[config.mk]
export PLATFORM = sky130hd
export DESIGN_NAME = entry_sequencer
export DESIGN_NICKNAME = d
export VERILOG_FILES = /design/src/rtl/entry_sequencer_pkg.sv /design/src/rtl/entry_sequencer_hold_timer.sv /design/src/rtl/entry_sequencer.sv
export SDC_FILE = /design/constraint.sdc
export NUM_CORES = 1
export LEC_CHECK = 0
export CELL_PAD_IN_SITES_DETAIL_PLACEMENT = 0
export CELL_PAD_IN_SITES_GLOBAL_PLACEMENT = 1
export CORE_MARGIN = 4
export CORE_UTILIZATION = 40
export CTS_BUF_LIST = sky130_fd_sc_hd__clkbuf_8 sky130_fd_sc_hd__clkbuf_16
export CTS_CLUSTER_DIAMETER = 40
export CTS_CLUSTER_SIZE = 16
export DETAILED_ROUTE_END_ITERATION = 16
export PLACE_DENSITY = 0.8
export SYNTH_ARGS = -nofsm -noshare
export SYNTH_HDL_FRONTEND = slang
export SYNTH_SLANG_ARGS = --single-unit
[constraint.sdc]
create_clock -name clk -period 2.5 [get_ports clk]
set_clock_uncertainty 0.05 [all_clocks]
set_input_delay 0.5 -clock clk [delete_from_list [all_inputs] [get_ports clk]]
set_output_delay 0.5 -clock clk [all_outputs]
set_load 0.1 [all_outputs]
[src/rtl/entry_sequencer_pkg.sv]
// Shared types and sizing for the credential entry front end.
package entry_pkg;

  typedef enum logic [2:0] {
    ENTRY,
    FULL,
    SHOW,
    LOCK,
    RESOLVE
  } state_e;

  localparam int unsigned DIGIT_W    = 4;
  localparam int unsigned SLOT_COUNT = 8;
  localparam int unsigned NAME_SLOTS = 4;
  localparam int unsigned COUNT_W    = 4;

endpackage

[src/rtl/entry_sequencer_hold_timer.sv]
// Up-counter that restarts from zero on start and flags its terminal count.
module hold_timer #(
  parameter int unsigned CNT_W = 32
) (
  input  logic             clk,
  input  logic             rst_n,
  input  logic             start,
  input  logic             en,
  input  logic [CNT_W-1:0] term,
  output logic             done
);

  logic [CNT_W-1:0] cnt_q, cnt_d;

  // Terminal count is reached while enabled; exit happens on the following edge.
  assign done = en && (cnt_q == term);

  // Next count: restart on start, otherwise advance until terminal.
  always_comb begin
    cnt_d = cnt_q;
    if (start) begin
      cnt_d = '0;
    end else if (en && !done) begin
      cnt_d = cnt_q + CNT_W'(1);
    end
  end

  // Count register.
  always_ff @(posedge clk) begin
    if (!rst_n) begin
      cnt_q <= '0;
    end else begin
      cnt_q <= cnt_d;
    end
  end

endmodule

[src/rtl/entry_sequencer.sv]
// Collects digits into username/password slots and sequences failed-login
// error display, lockout and the flagResolve handshake with unlocker.
module entry_sequencer
  import entry_pkg::*;
#(
  parameter int unsigned FLAG_HOLD_CYCLES = 50_000_000,
  parameter int unsigned LOCKOUT_CYCLES   = 500_000_000,
  parameter int unsigned CNT_W            = 32
) (
  input  logic               clk,
  input  logic               rst_n,
  input  logic               digit_valid,
  input  logic [DIGIT_W-1:0] digit,
  input  logic               backspace,
  input  logic               clear,
  input  logic               resetCount,
  input  logic               flag,
  input  logic               flagSelect,
  output logic [COUNT_W-1:0] inputCount,
  output logic [DIGIT_W-1:0] userNameInput0,
  output logic [DIGIT_W-1:0] userNameInput1,
  output logic [DIGIT_W-1:0] userNameInput2,
  output logic [DIGIT_W-1:0] userNameInput3,
  output logic [DIGIT_W-1:0] passwordInput0,
  output logic [DIGIT_W-1:0] passwordInput1,
  output logic [DIGIT_W-1:0] passwordInput2,
  output logic [DIGIT_W-1:0] passwordInput3,
  output logic               flagResolve,
  output logic               errorInd,
  output logic               lockoutInd
);

  localparam logic [COUNT_W-1:0] FULL_COUNT = COUNT_W'(SLOT_COUNT);
  localparam logic [CNT_W-1:0]   HOLD_TERM  = CNT_W'(FLAG_HOLD_CYCLES - 1);
  localparam logic [CNT_W-1:0]   LOCK_TERM  = CNT_W'(LOCKOUT_CYCLES - 1);

  state_e                                  state_q, state_d;
  logic [COUNT_W-1:0]                      count_q, count_d;
  logic [SLOT_COUNT-1:0][DIGIT_W-1:0]      slots_q, slots_d;
  logic                                    rc_q;
  logic                                    resolve_q, resolve_d;
  logic                                    err_q, err_d;
  logic                                    lock_q, lock_d;
  logic                                    rc_edge;
  logic                                    tmr_start, tmr_en, tmr_done;
  logic [CNT_W-1:0]                        tmr_term;

  assign rc_edge   = resetCount && !rc_q;
  assign tmr_start = (state_d != state_q);
  assign tmr_en    = (state_q == SHOW) || (state_q == LOCK);
  assign tmr_term  = (state_q == LOCK) ? LOCK_TERM : HOLD_TERM;

  hold_timer #(
    .CNT_W (CNT_W)
  ) u_hold_timer (
    .clk   (clk),
    .rst_n (rst_n),
    .start (tmr_start),
    .en    (tmr_en),
    .term  (tmr_term),
    .done  (tmr_done)
  );

  // Next state, slot contents and count; events resolved in priority order.
  always_comb begin
    state_d = state_q;
    count_d = count_q;
    slots_d = slots_q;
    unique case (state_q)
      ENTRY, FULL: begin
        if (flag) begin
          state_d = flagSelect ? LOCK : SHOW;
          count_d = '0;
          slots_d = '0;
        end else if (rc_edge || clear) begin
          state_d = ENTRY;
          count_d = '0;
          slots_d = '0;
        end else if (backspace) begin
          if (count_q != '0) begin
            count_d               = count_q - COUNT_W'(1);
            slots_d[count_d[2:0]] = '0;
            state_d               = ENTRY;
          end
        end else if (digit_valid && (count_q < FULL_COUNT)) begin
          slots_d[count_q[2:0]] = digit;
          count_d               = count_q + COUNT_W'(1);
          if (count_d == FULL_COUNT) begin
            state_d = FULL;
          end
        end
      end
      SHOW, LOCK: begin
        if (tmr_done) begin
          state_d = RESOLVE;
        end
      end
      RESOLVE: begin
        if (!flag) begin
          state_d = ENTRY;
        end
      end
      default: state_d = ENTRY;
    endcase
    // Indicators are registered copies of the state being entered.
    resolve_d = (state_d == RESOLVE);
    err_d     = (state_d == SHOW);
    lock_d    = (state_d == LOCK);
  end

  // State, buffers, indicators and resetCount edge register.
  always_ff @(posedge clk) begin
    if (!rst_n) begin
      state_q   <= ENTRY;
      count_q   <= '0;
      slots_q   <= '0;
      rc_q      <= 1'b0;
      resolve_q <= 1'b0;
      err_q     <= 1'b0;
      lock_q    <= 1'b0;
    end else begin
      state_q   <= state_d;
      count_q   <= count_d;
      slots_q   <= slots_d;
      rc_q      <= resetCount;
      resolve_q <= resolve_d;
      err_q     <= err_d;
      lock_q    <= lock_d;
    end
  end

  assign inputCount     = count_q;
  assign userNameInput0 = slots_q[0];
  assign userNameInput1 = slots_q[1];
  assign userNameInput2 = slots_q[2];
  assign userNameInput3 = slots_q[3];
  assign passwordInput0 = slots_q[NAME_SLOTS + 0];
  assign passwordInput1 = slots_q[NAME_SLOTS + 1];
  assign passwordInput2 = slots_q[NAME_SLOTS + 2];
  assign passwordInput3 = slots_q[NAME_SLOTS + 3];
  assign flagResolve    = resolve_q;
  assign errorInd       = err_q;
  assign lockoutInd     = lock_q;

endmodule

==> flow_summary_export.csv, run 1 <==
group,metric,value,unit
outcome,outcome,"complete, no violations",
floorplan,core-area,0.009328,sq mm
clock_network,root_buffer,"clkbuf_8",
floorplan,initial_core_util,41.61,%
synth,ys_warn_count,0,
sta,rsz0062_at_grt,"no",
critical_path,path_cells,"nand3b_1 > and4_1 > o2111ai_2 > o21ai_0 > a311oi_1",
critical_path,crit_slowest_cell,"o2111ai_2",
synth,avgSynthCellArea,9.175,sq um
detailed_routing,route.antenna.remaining_nets,0,
pwr,p_leak,1.677,nW
place,place_congestion,0.8453,
synth,syn_area,0.003881,sq mm
floorplan,rows,35,
clock_network,clk_pin_slew,90,ps
grt,grt_usage,18.52,%
sta,max_freq,452.4,MHz
synth,synth_top_area_share,38.68,%
clock_network,cts_tree,"done",
clock_network,clk_latency,350,ps
synth,synth.most_common_cell,"dfxtp_1",
sta,fin_crit,2211,ps
flow_run,maxCapViolCount,0,
sta,setup_viol,0,
sta,timing.final.crit_share,88.42,%
floorplan,die_y,106.5,microns
place,port_buffers,50,
grt,grt_pass1_wl,17120,microns
detailed_routing,drc,0,
synth,ys_seq_area_share,38.68,%
synth,synth_edf_count,0,
critical_path,critPathRequiredTime,2700,ps
synth,postSynth.asyncResetShare,0,%
floorplan,ios,51,
clock_network,cts_setup_buffers,0,
sta,tightest_slew,620.3,ps
critical_path,crit_fanout,12,
sta,max-slew-margin-rel,58.65,%
final_layout,nets,493,
critical_path,cpLargestDelayFamily,"compound AO/OA/AOI/OAI gates",
synth,synthFlopType,"dfxtp_1",
synth,yosys-top-cells-area,"dfxtp_1 39%, o2bb2ai_1 5.2%, nand2_1 3.0%",
critical_path,max_stage_delay,550,ps
floorplan,die_x,106.5,microns
final_layout,drive_above_1_share,19.71,%
synth,ys_top_cells_by_count,"75 x dfxtp_1, 31 x nand2_1, 31 x nor2_1",
synth,synth_cell_types,69,
detailed_routing,wirelength,10350,microns
critical_path,end_kind,"flip-flop",
sta,slew_violations,0,
pwr,power_density,503.7,mW/mm^2
grt,grt_antenna_before_repair,0,
critical_path,start_kind,"flip-flop",
sta,hold_violations,0,
detailed_routing,initialDrtViolationCount,153,
pwr,peakVddDrop,0.0002485,V
critical_path,crit_arrival,2410,ps
detailed_routing,routed-via-count,3505,
detailed_routing,dr.pass1.iters,4,
synth,synth_nets,439,
synth,yosysTopAreaCell,"dfxtp_1",
clock_network,cts_resized,0,
place,post-dp-hpwl,7566,microns
critical_path,crit_buf_inv,0,
grt,grt.overflow.total,0,
detailed_routing,via_per_inst,5.736,
synth,synthCells,423,
synth,ys_seq_elements,75,
clock_network,cts_sinks,75,
critical_path,critPathKind,"reg2reg",
final_layout,fin_util,49.78,%
clock_network,numCtsBuffers,9,
hold_path,hp-class,"reg2reg",
sta,setup_tns,0,ps
floorplan,dieArea,0.01134,sq mm
clock_network,holdBufCountCts,0,
final_layout,diodes,0,
detailed_routing,wl_per_cell,16.93,microns
grt,grt_max_degree,33,
final_layout,area_growth,19.63,%
clock_network,cts_buffer_depth,2,
clock_network,cts_max_level,3,
grt,grt_pass1_vias,3391,
-- cell type report --
type / instances / area, sq um
Fill cell: 910 / 4684
Multi-Input combinational cell: 319 / 2233
Sequential cell: 75 / 1506
Timing Repair Buffer: 65 / 528.0
Tap cell: 129 / 161.4
Clock buffer: 9 / 123.9
Clock inverter: 7 / 63.81
Inverter: 7 / 26.28
-- worst paths after layout --
path | end | depth (start not counted) | start | slack [ps]
hold reg to reg | userNameInput3[1] | 1 | userNameInput3[1] | 430
setup / recovery | u_hold_timer.cnt_q[21] | 5 | state_q[2] | 290
setup reg to reg | u_hold_timer.cnt_q[21] | 5 | state_q[2] | 290
hold / removal | userNameInput3[1] | 1 | userNameInput3[1] | 430
-- kinds of logic (layout without fill, tap and decap cells) --
logic type,Yosys count,in the layout,share of synthesized area (%)
compound gates,100,100,20.73
xor+xnor,22,22,4.964
fa+ha+maj,4,4,1.290
buf+inv,29,88,3.772
flops,75,75,38.68
mux,1,1,0.2579
simple gates,192,192,30.30
-- where the power goes --
| group | total (mW) | internal (mW) | switching (mW) | leakage [nW] |
|---|---|---|---|---|
| logic | 0.221 | 0.0787 | 0.142 | 0.972 |
| registers | 1.21 | 1.20 | 0.0107 | 0.606 |
| clock network | 0.905 | 0.387 | 0.518 | 0.0990 |
-- metal layers --
layer | wire length, microns | global-route usage (%) | vias to the layer above
met3 | 441 | 3.764 | 10
met1 | 4879 | 25.27 | 1684
li1 | - | - | 1732
met5 | 0 | 0 | -
met2 | 4918 | 29.73 | 79
met4 | 107 | 5.205 | 0
-- sequential cells by signal (all words and copies together), names as in the netlist --
signal / flops
state_q: 3
passwordInput2: 4
errorInd: 1
rc_q: 1
userNameInput0: 4
u_hold_timer.cnt_q: 32
passwordInput3: 4
flagResolve: 1
inputCount: 4
userNameInput1: 4
userNameInput2: 4
passwordInput1: 4
userNameInput3: 4
lockoutInd: 1
passwordInput0: 4
-- layout by cell type, fill, tap and decap left out, types with 11 or more instances in the layout --
cell type / instances
nor3_1: 22
clkdlybuf4s50_1: 11
nor2_1: 31
xnor2_1: 12
nand4_1: 15
a21oi_1: 11
dfxtp_1: 73
o21a_1: 12
o2bb2ai_1: 23
nand2_1: 31
buf_4: 53
nand3_1: 22
-- per-stage QoR --
| step | setup slack (ps) | total power, mW | instance area [sq um] | hold WS, ps | cells |
|---|---|---|---|---|---|
| floorplan | 104.6 | 1.389 | 3886 | 415.4 | 423 |
| global placement | 96.90 | 1.459 | 4456 | 401.8 | 595 |
| detailed placement | 43.02 | 1.461 | 4456 | 403.5 | 595 |
| CTS | 295.2 | 2.367 | 4643 | 428.9 | 611 |
| global route | 111.2 | 2.424 | 4643 | 446.2 | 611 |
| finish | 289.4 | 2.339 | 4643 | 427.6 | 611 |
No activity file was read; power rests on OpenSTA's default activity.
==> run 2, diff against run 1 <==
--- a/config.mk
+++ b/config.mk
@@ -7,13 +7,13 @@
 export LEC_CHECK = 0
 export CELL_PAD_IN_SITES_DETAIL_PLACEMENT = 0
 export CELL_PAD_IN_SITES_GLOBAL_PLACEMENT = 1
-export CORE_MARGIN = 4
 export CORE_UTILIZATION = 40
 export CTS_BUF_LIST = sky130_fd_sc_hd__clkbuf_8 sky130_fd_sc_hd__clkbuf_16
 export CTS_CLUSTER_DIAMETER = 40
 export CTS_CLUSTER_SIZE = 16
 export DETAILED_ROUTE_END_ITERATION = 16
 export PLACE_DENSITY = 0.8
+export RECOVER_POWER = 25
 export SYNTH_ARGS = -nofsm -noshare
 export SYNTH_HDL_FRONTEND = slang
 export SYNTH_SLANG_ARGS = --single-unit
==> run 2 against run 1 <==
Critical path depth grew 1. First-iteration DRC count fell by 1.3%. Final area shrank 1.7%. Register-to-register slack gained 30 ps. Utilization decreased by 0.86 points. Largest cell class unchanged. Combinational power is essentially flat. Total power shrank 2.0%. Critical path type unchanged.
==> flow_summary_export.csv, run 2 (synthesis results as in run 1) <==
group,metric,value,unit
outcome,outcome,"complete, no violations",
final_layout,area_growth,17.57,%
grt,grt_max_degree,33,
clock_network,cts_resized,0,
floorplan,initial_core_util,41.61,%
critical_path,crit_slowest_cell,"dfxtp_1",
detailed_routing,via_per_inst,5.714,
sta,rsz0062_at_grt,"no",
floorplan,die_y,100.5,microns
grt,grt_pass1_wl,17250,microns
clock_network,holdBufCountCts,0,
sta,max-slew-margin-rel,18.79,%
clock_network,cts_max_level,3,
final_layout,layout_commonest_cell,"dfxtp_1",
pwr,p_leak,1.581,nW
grt,grt.overflow.total,0,
critical_path,critPathRequiredTime,2690,ps
floorplan,rows,35,
grt,grt_usage,21.62,%
critical_path,critPathKind,"reg2reg",
floorplan,ios,51,
final_layout,mostFrequentLayoutCells,"73 x dfxtp_1, 31 x nor2_1, 31 x nand2_1, 31 x buf_4, 28 x clkbuf_1",
pwr,power_density,502.5,mW/mm^2
clock_network,cts_buffer_depth,2,
critical_path,r2r-end,"u_hold_timer.cnt_q[29]",
final_layout,drive_above_1_share,14.40,%
detailed_routing,dr.pass1.iters,4,
final_layout,largest_register_ffs,32,
critical_path,reg2reg_setup_slack,320,ps
final_layout,fill_cells,942,
hold_path,hold_path.startpoint,"userNameInput1[2]",
sta,fin_crit,2176,ps
grt,grt_antenna_before_repair,0,
sta,slew_violations,0,
final_layout,top_register,"u_hold_timer.cnt_q",
critical_path,end_kind,"flip-flop",
critical_path,cpLargestDelayFamily,"simple AND/OR/NAND/NOR gates",
final_layout,multi_input_area,0.002233,sq mm
critical_path,crit_arrival,2360,ps
detailed_routing,wl_per_cell,16.75,microns
floorplan,core-area,0.009328,sq mm
sta,setup_tns,0,ps
critical_path,worstReg2RegStart,"u_hold_timer.cnt_q[6]",
place,post-dp-hpwl,7541,microns
detailed_routing,initialDrtViolationCount,151,
sta,timing.final.crit_share,87.03,%
critical_path,crit_fanout,8,
critical_path,path_cells,"nor4b_1 > and4b_1 > nand2_2 > nor3_4 > buf_4 > nor3_1",
clock_network,clk_latency,360,ps
clock_network,cts_sinks,75,
clock_network,root_buffer,"clkbuf_8",
critical_path,crit_buf_inv,1,
flow_run,maxCapViolCount,0,
detailed_routing,drc,0,
critical_path,cp-startpoint,"u_hold_timer.cnt_q[6]",
floorplan,dieArea,0.01010,sq mm
clock_network,clk_pin_slew,80,ps
sta,tightest_slew,1223,ps
clock_network,cts_setup_buffers,0,
final_layout,nets,499,
sta,max_freq,459.6,MHz
pwr,peakVddDrop,0.0002602,V
sta,hold_violations,0,
sta,setup_viol,0,
grt,grt_pass1_vias,3406,
place,port_buffers,50,
critical_path,max_stage_delay,450,ps
critical_path,endpoint,"u_hold_timer.cnt_q[29]",
sta,hold_slack,416.1,ps
final_layout,regArea,0.001506,sq mm
place,place_congestion,0.8567,
final_layout,diodes,0,
critical_path,reg2reg_depth,6,
critical_path,start_kind,"flip-flop",
critical_path,path_depth,6,
floorplan,die_x,100.5,microns
clock_network,cts_tree,"done",
detailed_routing,route.antenna.remaining_nets,0,
detailed_routing,wirelength,10300,microns
hold_path,hp-class,"reg2reg",
detailed_routing,routed-via-count,3514,
clock_network,numCtsBuffers,9,
## run 2: final cells by class
type	instances	share of cell area, %
inverters	7	0.5758
flip-flops and latches	75	33.01
clock buffers	11	3.318
clock inverters	3	0.3565
repair buffers	71	10.26
multi-input cells	319	48.94
well taps	129	3.537
## run 2: layer usage
layer	routed length [microns]	part of all wire, %	up-vias	GRT usage (%)
li1	-	-	1720	-
met1	4906	48	1700	29.61
met2	4780	46	73	33.88
met3	414	4.0	21	4.369
met4	197	1.9	0	7.469
met5	0	0	-	0
## run 2: where the power goes
part	total, mW	switching [mW]	internal [mW]
Sequential	1.21	0.00999	1.20
Clock	0.861	0.462	0.399
Combinational	0.220	0.143	0.0772
Total	2.29	0.615	1.68
## run 2: how the worst min path moves through the flow
stage,end,slack [ps],depth (start not counted)
2_1_floorplan,u_hold_timer.cnt_q[23],420,1
3_3_place_gp,passwordInput0[3],400,1
3_5_place_dp,passwordInput1[2],400,1
4_1_cts,userNameInput1[2],420,1
5_1_grt,userNameInput3[0],440,1
6_report,userNameInput1[2],420,1
## run 2: metrics by stage
step / worst slack, ps / instances / util, % / power [mW] / instance area (sq um)
floorplan: 104.6 / 423 / - / 1.389 / 3886
global placement: 120.6 / 601 / 48.25 / 1.461 / 4501
detailed placement: 82.33 / 601 / 48.25 / 1.462 / 4501
CTS: 243.6 / 615 / 50.05 / 2.309 / 4668
global route: 126.6 / 615 / 48.92 / 2.382 / 4563
finish: 324.3 / 615 / 48.92 / 2.293 / 4563
## run 2: worst reg2reg max path, delay by kind of cell (launching register included)
family / cells / cell delay [ps]
flops: 1 / 450
buf+inv: 1 / 270
simple gates: 5 / 1280
